==> src/rtl/blast_ctrl_pkg.sv <==
// Shared game definitions: blast FSM states, visible screen limits and the
// clamping helpers used by the bomb placer, blast controller and drawing logic.
package blast_ctrl_pkg;

   typedef enum logic [1:0] {
      IDLE  = 2'd0,
      FUSE  = 2'd1,
      BLAST = 2'd2,
      COOL  = 2'd3
   } blast_state_t;

   localparam logic [9:0] SCREEN_X_MAX = 10'd639;
   localparam logic [9:0] SCREEN_Y_MAX = 10'd479;

   // Lower extent of an arm, floored at the screen edge instead of wrapping.
   function automatic logic [9:0] ext_lo(input logic [9:0] c, input logic [10:0] r);
      logic [10:0] c11;
      c11 = {1'b0, c};
      return (c11 < r) ? 10'd0 : 10'(c11 - r);
   endfunction

   function automatic logic [9:0] ext_hi(input logic [9:0] c, input logic [10:0] r,
                                         input logic [9:0] lim);
      logic [10:0] sum;
      sum = {1'b0, c} + r;
      return (sum > {1'b0, lim}) ? lim : sum[9:0];
   endfunction

   function automatic logic [10:0] abs_diff11(input logic [9:0] a, input logic [9:0] b);
      logic [10:0] a11;
      logic [10:0] b11;
      a11 = {1'b0, a};
      b11 = {1'b0, b};
      return (a11 >= b11) ? (a11 - b11) : (b11 - a11);
   endfunction

endpackage

==> src/rtl/blast_ctrl_region.sv <==
// Blast cross geometry: clamped extents around a centre and the player hit test
// against the registered extents of the active blast.
module blast_region
   import blast_ctrl_pkg::*;
#(
   parameter int BLAST_R  = 32,
   parameter int BLAST_HW = 4
) (
   input  logic [9:0] center_x,
   input  logic [9:0] center_y,
   input  logic [9:0] xmin_i,
   input  logic [9:0] xmax_i,
   input  logic [9:0] ymin_i,
   input  logic [9:0] ymax_i,
   input  logic [9:0] user_x,
   input  logic [9:0] user_y,
   input  logic       blast_on,
   output logic [9:0] xmin_o,
   output logic [9:0] xmax_o,
   output logic [9:0] ymin_o,
   output logic [9:0] ymax_o,
   output logic       player_hit
);

   localparam logic [10:0] R11  = 11'(BLAST_R);
   localparam logic [10:0] HW11 = 11'(BLAST_HW);

   logic [10:0] dx;
   logic [10:0] dy;
   logic        h_arm;
   logic        v_arm;

   always_comb begin
      xmin_o = ext_lo(center_x, R11);
      xmax_o = ext_hi(center_x, R11, SCREEN_X_MAX);
      ymin_o = ext_lo(center_y, R11);
      ymax_o = ext_hi(center_y, R11, SCREEN_Y_MAX);
   end

   // Distances are taken in 11 bits so a player left of / above the centre
   // does not wrap into a huge positive offset.
   always_comb begin
      dx         = abs_diff11(user_x, center_x);
      dy         = abs_diff11(user_y, center_y);
      h_arm      = (user_x >= xmin_i) && (user_x <= xmax_i) && (dy <= HW11);
      v_arm      = (user_y >= ymin_i) && (user_y <= ymax_i) && (dx <= HW11);
      player_hit = blast_on && (h_arm || v_arm);
   end

endmodule

==> src/rtl/blast_ctrl.sv <==
// Bomb lifecycle controller: fuse countdown, blast window and cool-down, with
// the blast centre and extents latched for the drawing and hit logic.
module blast_ctrl
   import blast_ctrl_pkg::*;
#(
   parameter int FUSE_FRAMES  = 120,
   parameter int BLAST_FRAMES = 30,
   parameter int COOL_FRAMES  = 15,
   parameter int BLAST_R      = 32,
   parameter int BLAST_HW     = 4
) (
   input  logic       frame_clk,
   input  logic       Reset,
   input  logic       bomb_check,
   input  logic [9:0] bombX,
   input  logic [9:0] bombY,
   input  logic       detonate,
   input  logic [9:0] userX,
   input  logic [9:0] userY,
   output logic       explode,
   output logic       blast_on,
   output logic [9:0] blast_xmin,
   output logic [9:0] blast_xmax,
   output logic [9:0] blast_ymin,
   output logic [9:0] blast_ymax,
   output logic [9:0] blastX,
   output logic [9:0] blastY,
   output logic       player_hit,
   output logic [7:0] fuse_left
);

   blast_state_t state_q, state_d;
   logic [7:0]   cnt_q, cnt_d;
   logic         explode_q, explode_d;
   logic [9:0]   bx_q, bx_d;
   logic [9:0]   by_q, by_d;
   logic [9:0]   xmin_q, xmin_d;
   logic [9:0]   xmax_q, xmax_d;
   logic [9:0]   ymin_q, ymin_d;
   logic [9:0]   ymax_q, ymax_d;
   logic [9:0]   xmin_c, xmax_c, ymin_c, ymax_c;
   logic         bomb_on_screen;

   blast_region #(
      .BLAST_R  (BLAST_R),
      .BLAST_HW (BLAST_HW)
   ) u_region (
      .center_x   (bx_q),
      .center_y   (by_q),
      .xmin_i     (xmin_q),
      .xmax_i     (xmax_q),
      .ymin_i     (ymin_q),
      .ymax_i     (ymax_q),
      .user_x     (userX),
      .user_y     (userY),
      .blast_on   (blast_on),
      .xmin_o     (xmin_c),
      .xmax_o     (xmax_c),
      .ymin_o     (ymin_c),
      .ymax_o     (ymax_c),
      .player_hit (player_hit)
   );

   assign bomb_on_screen = (bombX <= SCREEN_X_MAX) && (bombY <= SCREEN_Y_MAX);

   always_comb begin
      state_d   = state_q;
      cnt_d     = cnt_q;
      explode_d = 1'b0;
      bx_d      = bx_q;
      by_d      = by_q;
      xmin_d    = xmin_q;
      xmax_d    = xmax_q;
      ymin_d    = ymin_q;
      ymax_d    = ymax_q;
      case (state_q)
         IDLE: begin
            if (bomb_check && bomb_on_screen) begin
               state_d = FUSE;
               cnt_d   = 8'(FUSE_FRAMES);
               bx_d    = bombX;
               by_d    = bombY;
            end
         end
         FUSE: begin
            // An early detonate wins over a simultaneous bomb removal.
            if (detonate || (bomb_check && cnt_q == 8'd1)) begin
               state_d   = BLAST;
               cnt_d     = 8'(BLAST_FRAMES);
               explode_d = 1'b1;
               xmin_d    = xmin_c;
               xmax_d    = xmax_c;
               ymin_d    = ymin_c;
               ymax_d    = ymax_c;
            end else if (!bomb_check) begin
               state_d = IDLE;
               cnt_d   = 8'd0;
            end else begin
               cnt_d = cnt_q - 8'd1;
            end
         end
         BLAST: begin
            if (cnt_q == 8'd1) begin
               state_d = COOL;
               cnt_d   = 8'(COOL_FRAMES);
            end else begin
               cnt_d = cnt_q - 8'd1;
            end
         end
         COOL: begin
            if (cnt_q == 8'd1) begin
               state_d = IDLE;
               cnt_d   = 8'd0;
            end else begin
               cnt_d = cnt_q - 8'd1;
            end
         end
         default: begin
            state_d = IDLE;
            cnt_d   = 8'd0;
         end
      endcase
   end

   always_ff @(posedge frame_clk or posedge Reset) begin
      if (Reset) begin
         state_q   <= IDLE;
         cnt_q     <= 8'd0;
         explode_q <= 1'b0;
         bx_q      <= 10'd0;
         by_q      <= 10'd0;
         xmin_q    <= 10'd0;
         xmax_q    <= 10'd0;
         ymin_q    <= 10'd0;
         ymax_q    <= 10'd0;
      end else begin
         state_q   <= state_d;
         cnt_q     <= cnt_d;
         explode_q <= explode_d;
         bx_q      <= bx_d;
         by_q      <= by_d;
         xmin_q    <= xmin_d;
         xmax_q    <= xmax_d;
         ymin_q    <= ymin_d;
         ymax_q    <= ymax_d;
      end
   end

   assign explode    = explode_q;
   assign blast_on   = (state_q == BLAST);
   assign fuse_left  = (state_q == FUSE) ? cnt_q : 8'd0;
   assign blastX     = bx_q;
   assign blastY     = by_q;
   assign blast_xmin = xmin_q;
   assign blast_xmax = xmax_q;
   assign blast_ymin = ymin_q;
   assign blast_ymax = ymax_q;

endmodule

==> config.mk <==
export PLATFORM = sky130hd
export DESIGN_NAME = blast_ctrl
export DESIGN_NICKNAME = d
export VERILOG_FILES = /design/src/rtl/blast_ctrl_pkg.sv /design/src/rtl/blast_ctrl_region.sv /design/src/rtl/blast_ctrl.sv
export SDC_FILE = /design/constraint.sdc
export NUM_CORES = 1
export LEC_CHECK = 0
export CAP_MARGIN = 20
export CORE_ASPECT_RATIO = 1.5
export CORE_MARGIN = 8
export CORE_UTILIZATION = 46
export DETAILED_ROUTE_END_ITERATION = 6
export PLACE_DENSITY = 0.72
export SLEW_MARGIN = 0
export SYNTH_ARGS = -nofsm -noshare
export SYNTH_HDL_FRONTEND = slang
export SYNTH_HIERARCHICAL = 1
export SYNTH_SLANG_ARGS = --single-unit
==> constraint.sdc <==
create_clock -name frame_clk -period 7.6 [get_ports frame_clk]
set_clock_uncertainty 0.15 [all_clocks]
set_input_delay 1.14 -clock frame_clk [delete_from_list [all_inputs] [get_ports frame_clk]]
set_output_delay 1.14 -clock frame_clk [all_outputs]
set_load 0.02 [all_outputs]
## Yosys cells after proc, flatten, opt, wreduce, memory -nomap -nowiden

Cells that the tools add are included.

- Bitwise gates (word level): 0
- $add $sub $neg: 9
- $mul: 0
- Div/mod/pow operators: 0
- Reduce and logical (&&, ||, !) cells: 14
- $lt $le $gt $ge: 14
- Shifts and indexed selects: 0
- Muxes and demuxes: 21
- Equal/unequal tests: 8

Operators with widths:

| operator | count |
|---|---|
| 2-to-1 mux 8 bit | 6 |
| subtractor 10 x 10 -> 11 bit | 4 |
| greater-or-equal comparator 10 bit | 4 |
| 2-to-1 mux 10 bit | 4 |
| one-hot mux 8 bit (4 select lines) | 1 |
| adder 10 x 6 -> 11 bit, second input constant | 2 |
| less-or-equal comparator 11 x 3 -> 1 bit, second input constant | 2 |
| 2-to-1 mux 11 bit | 2 |
| less-or-equal comparator 10 bit | 2 |
| less-than comparator 10 x 6 -> 1 bit, second input constant | 2 |
| subtractor 10 x 6 -> 10 bit, second input constant | 2 |
| > comparator 11 x 10 -> 1 bit, second input constant | 1 |
| > comparator 11 x 9 -> 1 bit, second input constant | 1 |
| less-or-equal comparator 10 bit, second input constant | 1 |
| less-or-equal comparator 10 x 9 -> 1 bit, second input constant | 1 |
| 2-to-1 mux 2 bit | 5 |
| == test 8 x 1 -> 1 bit, second input constant | 1 |
| logical AND 1 bit | 8 |
| one-hot mux 2 bit (4 select lines) | 1 |
| subtractor 8 x 1 -> 8 bit, second input constant | 1 |
| inequality test 2 bit, second input constant | 3 |
| == test 2 bit, second input constant | 2 |
| AND reduction 2 bit | 2 |
| AND reduction 4 bit | 1 |
| other kinds (5) | 7 |

- Memories kept: 0
- Memory bits (writable): 0
- Memory bits (read-only): 0
- Bits in latches: 0
- Word-level logic and storage cells: 75
- Output and inout bits: 71
- Bits of input ports: 44
- Flip-flop bits (word level): 71

## Logic depth before layout (Yosys ltp)

Gate-level depths: netlist of the first run.

- Depth in word-level cells: 6
- Gate-level depth with buffers: 11
- Mapped depth without buffers: 10

## Modules after synthesis

Netlist of the first run, hierarchy kept.

By module, submodules not included:

| module | cells each | times used | area an instance (um^2) |
|---|---|---|---|
| blast_region | 509 | 1 | 3470.8 |
| blast_ctrl | 221 | 1 | 3044.2 |

## Worst setup path before layout of the first run

OpenSTA, ideal clock, no wires.

- Path type: input to output
- Start point: input port userY[6]
- End point: output port player_hit
- Data required time: 6.310 ns
- Data arrival time: 3.428 ns
- Path buffers: 1
- Stages: 9
- Slack: 2.882 ns
- Cells stage by stage: ha_1 clkbuf_8 nand4_1 o41ai_2 nor2_1 o2111a_1 a2111oi_0 o2111ai_1 o32ai_1

- Cells in the longest elaborated chain, start to end: 6
- Elaborated cells between the ends (all ways): 12
- Those cells by class: add/sub (2); order compare (4); mux (1); reduce/logical (5)

Ends and longest elaborated chain:

| element | RTL line | source |
|---|---|---|
| start: declaration | blast_ctrl.sv:19 | `input logic [9:0] userY,` |
| subtractor 10 x 10 -> 11 bit or greater-or-equal comparator 10 bit (tied branches) | blast_ctrl_pkg.sv:34 | `return (a11 >= b11) ? (a11 - b11) : (b11 - a11);` |
| 2-to-1 mux 11 bit | blast_ctrl_pkg.sv:34 |  |
| less-or-equal comparator 11 x 3 -> 1 bit | blast_ctrl_region.sv:45 | `h_arm = (user_x >= xmin_i) && (user_x <= xmax_i) && (dy <= HW11);` |
| logical AND 1 bit | blast_ctrl_region.sv:45 |  |
| logical OR 1 bit (*) | blast_ctrl_region.sv:47 | `player_hit = blast_on && (h_arm \|\| v_arm);` |
| logical AND 1 bit (*) | blast_ctrl_region.sv:47 |  |
| end: declaration | blast_ctrl.sv:28 | `output logic player_hit,` |

Every way passes the cells marked *; elsewhere a longest branch is shown, timed or not.

## Worst setup path in the final report of the first run

- Start point: input port userX[3]
- End point: output port player_hit

- Cells in the longest elaborated chain, start to end: 6
- Elaborated cells between the ends (all ways): 12
- Those cells by class: add/sub (2); order compare (4); mux (1); reduce/logical (5)

Ends and longest elaborated chain:

| element | RTL line | source |
|---|---|---|
| start: declaration | blast_ctrl.sv:18 | `input logic [9:0] userX,` |
| subtractor 10 x 10 -> 11 bit or greater-or-equal comparator 10 bit (tied branches) | blast_ctrl_pkg.sv:34 |  |
| 2-to-1 mux 11 bit | blast_ctrl_pkg.sv:34 |  |
| less-or-equal comparator 11 x 3 -> 1 bit | blast_ctrl_region.sv:46 | `v_arm = (user_y >= ymin_i) && (user_y <= ymax_i) && (dx <= HW11);` |
| logical AND 1 bit | blast_ctrl_region.sv:46 |  |
| logical OR 1 bit (*) | blast_ctrl_region.sv:47 |  |
| logical AND 1 bit (*) | blast_ctrl_region.sv:47 |  |

Marked as above.

==> flow_summary.yaml, run 1 <==
cts:
  cts_hold_buf: 0
  cts_buffer_depth: 2
  cts_inserted_buffers: 9
  ctsHtreeMaxLevel: 3
  cts_sinks: 71
  cts_setup_buffers: 0
  clk_latency_ps: 340
  cts_root_buf: "clkbuf_16"
  clkSlewWorstSetupHoldPaths_ps: 70
  cts_tree: "built"
  post_cts_resized: 0
worst_setup_path:
  path_delay_family: "compound AO/OA/AOI/OAI gates"
  max_stage_delay_ps: 680
  crit_buf_inv: 2
  crit_path_end_kind: "primary output"
  worstPathMaxFanout: 13
  startpoint_type: "input pin"
  critPathSlowestCell: "clkdlybuf4s50_1"
  rr_worst_depth: 7
  r2r-start: "blastX[5]"
  critical_path_arrival_ps: 4860
  cp.required_ps: 6310
  cp_cell_sequence: "clkdlybuf4s50_1, ha_1, nand4_2, a311oi_1, nor2_1, o21ai_1, nor2_1, a2111oi_4, o2111ai_1, o32ai_1, clkdlybuf4s50_1"
  rr_endpoint: "blast_xmax[5]"
  r2r_setup_slack_ps: 4840
  cp.depth: 11
  path_class: "in2out"
finish:
  final_area_um2: 8060
  nets: 974
  fillers: 1291
  stdcell_count: 1011
  areaGrowthSynthToFinish_pct: 23.6
  drive_gt1_share_pct: 12.3
  antenna_cells: 0
floorplan:
  fp-row-count: 53
  num_io_pins: 115
  core_um2: 13900
  initial_core_util_pct: 46.8
  chipWidth_um: 113
  die_area_um2: 18300
  die_h_um: 162
placed_design:
  placed_cell_area_um2: 7760
  post-place-cells: 995
  dp_hpwl_mm: 14.8
  dp_slack_ps: 1570
  portBuffers: 114
  place_congestion: 0.909
logic_synthesis:
  netlist_top_cells_area: "dfrtp_1, ha_1, mux2_2"
  syn_inst: 730
  synthesis.area_um2: 6510
  synth.most_common_cell: "inv_1"
  ys_ff_latch: 71
  synth_flop_cell: "dfrtp_1"
  synthesis.nets: 863
  synth_edf_count: 0
  yosys.area.top_type: "dfrtp_1"
  syn_avg_cell_area_um2: 8.92
  synth_top_area_share_pct: 27.3
  synthArstFlopShare_pct: 100
  netlist_top_cells_count: "inv_1, ha_1, dfrtp_1, mux2_2, nor2_1"
  yosys_warnings: 6
  synth_cell_types: 80
  ys_seq_area_share_pct: 27.3
route:
  top_layer: "met4"
  avgViaCountPerCell: 5.76
  dr_wl_met3_um: 775
  wirelength_mm: 19.2
  vias: 5826
  first_pass_iters: 5
  wl_per_cell_um: 19.0
  drtAntennaViolNets: 0
  drc: 0
  met2_length_mm: 10.3
  met1_length_mm: 7.65
  drt_iter0_drc: 325
global_routing:
  grt_max_degree: 72
  track_usage_pct: 20.9
  grt_pass1_wl_mm: 30.6
  grt_pass1_vias: 5971
  antenna_found_initial: 0
  grt_overflow: 0
power_and_ir_drop:
  cellPowerDensity_nw_per_um2: 371
  p_leak_uw: 0.00362
  fin_total_pwr_uw: 2990
  peakVddDrop_mv: 0.192
worst_hold_path:
  hold_depth: 1
  holdPathEnd: "blast_xmax[4]"
  hp-class: "reg2reg"
  min_from: "blast_xmax[4]"
timing:
  slew_viol_final: 0
  setup_violations: 0
  rsz0062_at_grt: "no"
  slew_headroom_pct: 38.3
  min_period_ps: 6150
  tightest_slew_ps: 925
  finalCritPeriodShare_pct: 80.9
  timing.setup.tns_ps: 0
  hold_viol: 0
  fmax_mhz: 163
  setup_slack_ps: 1450
status:
  status: "finished, final reports clean"
flow_run:
  maxCapViolCount: 0
[per-stage QoR]
| stage | utilization [%] | hold slack [ps] |
|---|---|---|
| detailed placement | 55.8 | 371 |
| finish | 57.8 | 389 |
| global placement | 55.8 | 365 |
| CTS | 57.8 | 386 |
| floorplan | - | 386 |
| global route | 57.8 | 406 |
[cell families after synthesis]
group | count (synthesis) | share of synthesized area [%]
DFF | 71 | 27.3
adders and majority gates | 89 | 17.1
other | 1 | 0.0576
muxes | 66 | 11.3
buffers and inverters | 112 | 7.34
AOI/OAI and AO/OA | 171 | 17.9
and+or+nand+nor | 201 | 16.5
xor gates and xnor gates | 19 | 2.55
[routing by layer]
metal / vias to the layer above / GRT usage, %
met5: - / 0
met3: 29 / 3.23
met2: 161 / 40.0
met1: 2819 / 22.3
li1: 2817 / -
met4: 0 / 7.66
[layout by cell type, fill, tap and decap left out, drive strengths merged, types with 4 or more instances in the layout]
cell type / synthesis / layout
o21a: 10 / 10
mux2: 60 / 60
o21ai: 39 / 39
nand3: 26 / 26
xor2: 8 / 8
dfrtp: 71 / 71
nor2: 47 / 47
inv: 93 / 96
clkinv: 2 / 4
clkbuf: 7 / 9
nor3: 20 / 20
a21oi: 46 / 46
a21o: 20 / 20
a31oi: 6 / 6
clkdlybuf4s50: 0 / 114
and2: 9 / 9
or4: 5 / 5
o211ai: 4 / 4
or3: 5 / 5
xnor2: 11 / 11
and3: 8 / 8
mux2i: 6 / 6
nand2: 39 / 39
nand2b: 7 / 7
nand4: 16 / 16
a211oi: 6 / 6
ha: 89 / 89
nor2b: 9 / 9
[worst max path at each step]
stage / startpoint / endpoint / slack, ps
2_1_floorplan: userY[6] / player_hit / 2880
3_3_place_gp: userX[3] / player_hit / 1640
3_5_place_dp: userX[3] / player_hit / 1570
4_1_cts: userX[3] / player_hit / 1550
5_1_grt: userX[3] / player_hit / 1260
6_report: userX[3] / player_hit / 1450
[final cells by class]
type / count / area, µm² / area share (%)
multi-input cells: 547 / 4260 / 52.9
clock inverters: 7 / 66.3 / 0.823
clock buffers: 9 / 225 / 2.80
repair buffers: 117 / 1160 / 14.4
well taps: 165 / 206 / 2.56
inverters: 95 / 357 / 4.43
flip-flops and latches: 71 / 1780 / 22.1
[flip-flops by register name, summed over array words and instances, names as in the netlist, named ones only]
name        cells
blastX         10
blastY         10
blast_xmax     10
blast_xmin     10
blast_ymax     10
blast_ymin     10
cnt_q           8
explode         1
state_q         1
[power breakdown]
part	leakage, µW	switching (µW)	total, µW	internal (µW)
Combinational	0.00254	1040	1840	806
Clock	0.000136	194	422	228
Sequential	0.000946	208	723	514
Total	0.00362	1440	2990	1550
Note: power is estimated with default switching activity, not from simulation.
==> inputs of run 2 (changes only) <==
--- a/config.mk
+++ b/config.mk
@@ -10,7 +10,7 @@
 export CORE_MARGIN = 8
 export CORE_UTILIZATION = 46
 export DETAILED_ROUTE_END_ITERATION = 6
-export PLACE_DENSITY = 0.72
+export PLACE_DENSITY = 0.75
 export SLEW_MARGIN = 0
 export SYNTH_ARGS = -nofsm -noshare
 export SYNTH_HDL_FRONTEND = slang
==> constraint.sdc (replaced) <==
create_clock -name frame_clk -period 5.61 [get_ports frame_clk]
set_clock_uncertainty 0.15 [all_clocks]
set_input_delay 0.8415 -clock frame_clk [delete_from_list [all_inputs] [get_ports frame_clk]]
set_output_delay 0.8415 -clock frame_clk [all_outputs]
set_load 0.02 [all_outputs]
==> run 2 against run 1 <==
Against the previous run: setup slack worse by 1200 ps; combinational power up 38%; global-route usage down 0.37 points; power up 37%; hold slack worse by 21 ps; critical path type unchanged; largest cell class unchanged.
==> flow_summary.yaml, run 2 (synthesis gave the netlist of run 1 again) <==
worst_hold_path:
  hp-class: "reg2reg"
worst_setup_path:
  cp.required_ps: 4620
  startpoint_type: "input pin"
  critical_path_arrival_ps: 4360
  crit_path_end_kind: "primary output"
  worstPathMaxFanout: 9
  path_class: "in2out"
finish:
  nets: 984
  drive_gt1_share_pct: 13.3
  fillers: 1278
  post-route-util_pct: 58.4
  ff_latch_area_um2: 1780
  stdcell_count: 1021
  antenna_cells: 0
  areaGrowthSynthToFinish_pct: 24.9
  layout_common_cells: "clkdlybuf4s50_1, inv_1, ha_1"
  multiInputGateArea_um2: 4260
  final_area_um2: 8130
  final_common_cell: "clkdlybuf4s50_1"
cts:
  cts_sinks: 71
  cts_root_buf: "clkbuf_16"
  cts_inserted_buffers: 9
  cts_tree: "built"
  ctsHtreeMaxLevel: 3
  cts_hold_buf: 0
  post_cts_resized: 0
  clkSlewWorstSetupHoldPaths_ps: 60
  cts_buffer_depth: 2
  clk_latency_ps: 340
  cts_setup_buffers: 0
timing:
  setup_violations: 0
  timing.setup.tns_ps: 0
  slew_viol_final: 0
  slew_headroom_pct: 30.7
  min_period_ps: 5350
  finalCritPeriodShare_pct: 95.3
  hold_viol: 0
  fmax_mhz: 187
  rsz0062_at_grt: "no"
  tightest_slew_ps: 1040
floorplan:
  die_area_um2: 18300
  initial_core_util_pct: 46.8
  chipWidth_um: 113
  core_um2: 13900
  die_h_um: 162
  num_io_pins: 115
  fp-row-count: 53
status:
  status: "finished, final reports clean"
global_routing:
  grt_max_degree: 38
  grt_pass1_vias: 6033
  grt_overflow: 0
  grt_pass1_wl_mm: 30.5
  track_usage_pct: 20.5
  antenna_found_initial: 0
route:
  avgViaCountPerCell: 5.82
  drtAntennaViolNets: 0
  first_pass_iters: 5
  drt_iter0_drc: 347
  wl_per_cell_um: 18.4
  drc: 0
  wirelength_mm: 18.8
  vias: 5947
placed_design:
  place_congestion: 0.948
  post-place-cells: 1005
  placed_cell_area_um2: 7840
  dp_hpwl_mm: 15.0
  portBuffers: 114
flow_run:
  maxCapViolCount: 0
power_and_ir_drop:
  p_leak_uw: 0.00368
  peakVddDrop_mv: 0.274
  cellPowerDensity_nw_per_um2: 502
==> run 2: critical path, cell delays in order <==
cell and delay (ps):
clkdlybuf4s50_1 510, ha_1 410, a21o_1 250, a21o_1 280, or4_1 540, o311ai_0 130, nor3_1 140, a2111oi_4 210
o2111ai_1 160, o32ai_1 220, clkdlybuf4s50_1 680
==> run 2: worst paths after layout <==
kind                            cells past startpoint          start       endpoint  slack, ps
worst max-delay path                               11       userX[8]     player_hit        260
worst min-delay path                                1  blast_ymax[9]  blast_ymax[9]        370
worst max register to register                      7       cnt_q[1]  blast_xmax[8]       2390
worst min register to register                      1  blast_ymax[9]  blast_ymax[9]        370
max in group asynchronous                           3          Reset  blast_xmin[5]       3530
min in group asynchronous                           2          Reset      blastX[9]        810
==> run 2: report_power, final <==
group	total [µW]	leakage, µW	internal (µW)	switching, µW
Combinational	2530	0.00259	1120	1420
Sequential	962	0.000946	697	265
Clock	585	0.000146	345	240
Total	4080	0.00368	2160	1920
==> run 2: per-layer routing <==
layer | vias to the layer above | part of all wire (%) | track usage, % | wire length, µm
li1 | 2846 | - | - | -
met1 | 2860 | 40 | 22.7 | 7460
met5 | - | 0 | 0 | 0
met4 | 0 | 3.2 | 8.88 | 597
met3 | 40 | 4.8 | 3.42 | 909
met2 | 201 | 52 | 37.5 | 9860
==> run 2: area by class of cell <==
cell class                      instances  share of cell area (%)
Tap cell                              165                    2.54
Multi-Input combinational cell        547                    52.4
Clock inverter                          7                   0.861
Clock buffer                            9                    2.77
Sequential cell                        71                    21.8
Timing Repair Buffer                  127                    15.2
Inverter                               95                    4.38
==> run 2: stage by stage <==
stage,hold slack (ps),power [µW],worst slack [ps]
floorplan,386,2610,1490
CTS,377,4080,324
global route,387,4390,176
finish,368,4080,262
global placement,358,3460,327
detailed placement,363,3480,331
==> inputs of run 3 (changes only) <==
--- a/config.mk
+++ b/config.mk
@@ -7,11 +7,11 @@
 export LEC_CHECK = 0
 export CAP_MARGIN = 20
 export CORE_ASPECT_RATIO = 1.5
-export CORE_MARGIN = 8
+export CORE_MARGIN = 3
 export CORE_UTILIZATION = 46
 export DETAILED_ROUTE_END_ITERATION = 6
 export PLACE_DENSITY = 0.75
-export SLEW_MARGIN = 0
+export SKIP_CTS_REPAIR_TIMING = 1
 export SYNTH_ARGS = -nofsm -noshare
 export SYNTH_HDL_FRONTEND = slang
 export SYNTH_HIERARCHICAL = 1
==> run 3 against run 2 <==
Against the previous run: sequential share of layout area barely moved; setup slack improved by 64 ps; flip-flop and latch count stayed put.
==> flow_summary.yaml, run 3 (synthesis gave the netlist of run 1 again) <==
placed_design:
  dp_slack_ps: 327
  dp_hpwl_mm: 14.3
  place_congestion: 0.926
  portBuffers: 114
  post-place-cells: 999
cts:
  clk_latency_ps: 340
  cts_root_buf: "clkbuf_16"
  cts_sinks: 71
  cts_buffer_depth: 2
  cts_tree: "built"
  clkSlewWorstSetupHoldPaths_ps: 60
  cts_inserted_buffers: 9
  ctsHtreeMaxLevel: 3
global_routing:
  grt_overflow: 0
  grt_max_degree: 43
  grt_pass1_wl_mm: 29.1
  track_usage_pct: 23.8
  grt_pass1_vias: 5858
  antenna_found_initial: 0
route:
  drt_iter0_drc: 267
  wl_per_cell_um: 17.9
  vias: 5794
  wirelength_mm: 18.2
  drtAntennaViolNets: 0
  first_pass_iters: 5
  avgViaCountPerCell: 5.71
  drc: 0
worst_setup_path:
  critical_path_arrival_ps: 4290
  cp.required_ps: 4620
  rr_endpoint: "blast_xmax[7]"
  crit_end: "player_hit"
  startpoint_type: "input pin"
  crit_path_end_kind: "primary output"
  cp-startpoint: "userX[8]"
  r2r_setup_slack_ps: 2440
  worstPathMaxFanout: 9
  rr_worst_depth: 7
  path_class: "in2out"
  r2r-start: "cnt_q[1]"
timing:
  rsz0062_at_grt: "no"
  min_period_ps: 5280
  timing.setup.tns_ps: 0
  finalCritPeriodShare_pct: 94.2
  tightest_slew_ps: 1060
  slew_headroom_pct: 29.3
  setup_violations: 0
  setup_slack_ps: 326
  slew_viol_final: 0
  fmax_mhz: 189
  hold_viol: 0
finish:
  nets: 981
  ff_latch_area_um2: 1780
  areaGrowthSynthToFinish_pct: 25.0
  drive_gt1_share_pct: 13.1
  fillers: 1207
  antenna_cells: 0
  final_common_cell: "clkdlybuf4s50_1"
  layout_common_cells: "clkdlybuf4s50_1, inv_1, ha_1"
  multiInputGateArea_um2: 4260
  stdcell_count: 1015
floorplan:
  fp-row-count: 52
  initial_core_util_pct: 47.7
  chipWidth_um: 103
  die_h_um: 152
  num_io_pins: 115
  die_area_um2: 15700
  core_um2: 13700
power_and_ir_drop:
  p_seq_share_pct: 23.1
  pwr-share-comb_pct: 61.3
  cellPowerDensity_nw_per_um2: 507
  power_switching_uw: 1910
  internal_power_uw: 2220
  peakVddDrop_mv: 0.259
  fin_total_pwr_uw: 4130
  swShare_pct: 46.2
  clkPwrFrac_pct: 15.6
  p_leak_uw: 0.00368
worst_hold_path:
  hp-class: "reg2reg"
  min_from: "blast_ymax[9]"
flow_run:
  maxCapViolCount: 0
status:
  status: "finished, final reports clean"
## run 3: changes by cell type in the layout (fill, tap and decap cells not counted)
cell       change
clkinv_2       -2
bufinv_16      +1
ha_2           +1
buf_4          -3
ha_1           -1
clkbuf_8       +1
## run 3: layer usage
metal / vias up / GRT usage [%] / share of wire, %
met4: 0 / 8.30 / 2.9
met2: 151 / 43.5 / 53
li1: 2846 / - / -
met3: 40 / 3.76 / 3.9
met1: 2757 / 27.5 / 40
met5: - / 0 / 0
## run 3: per-stage QoR
| stage | util, % | hold slack (ps) | instance area [µm²] |
|---|---|---|---|
| final | 59.6 | 389 | 8140 |
| after global routing | 59.6 | 411 | 8140 |
| after CTS | 59.6 | 392 | 8140 |
| after detailed placement | 57.2 | 375 | 7810 |
| after global placement | 57.2 | 347 | 7810 |
| after floorplan | - | 386 | 6520 |
## run 3: how the worst min path moves through the flow
stage / endpoint / slack [ps] / cells past startpoint
after detailed placement: blast_xmax[6] / 380 / 1
after floorplan: cnt_q[7] / 390 / 1
after CTS: blast_xmax[6] / 390 / 1
after global placement: blast_ymax[9] / 350 / 1
final: blast_ymax[9] / 390 / 1
after global routing: blast_xmax[1] / 410 / 1
## run 3: worst max-delay path, stage by stage
cell and delay, ps:
clkdlybuf4s50_1 500, ha_1 400, a21o_1 240, a21o_1 280, or4_1 520, o311ai_0 120, nor3_1 160, a2111oi_4 210
o2111ai_1 160, o32ai_1 180, clkdlybuf4s50_1 680
## run 3: power by group through the flow
stage | clock network (µW) | logic, µW | registers, µW
final | 644 | 2530 | 954
after global routing | 684 | 2780 | 991
after CTS | 655 | 2510 | 953
after detailed placement | 0 | 2500 | 960
after global placement | 0 | 2480 | 954
after floorplan | 0 | 1540 | 1070
## run 3: final cells by class
| class | instances | area share (%) |
|---|---|---|
| Clock buffer | 10 | 2.93 |
| Clock inverter | 6 | 1.11 |
| Inverter | 95 | 4.38 |
| Multi-Input combinational cell | 547 | 52.3 |
| Sequential cell | 71 | 21.8 |
| Tap cell | 162 | 2.49 |
| Timing Repair Buffer | 124 | 14.9 |
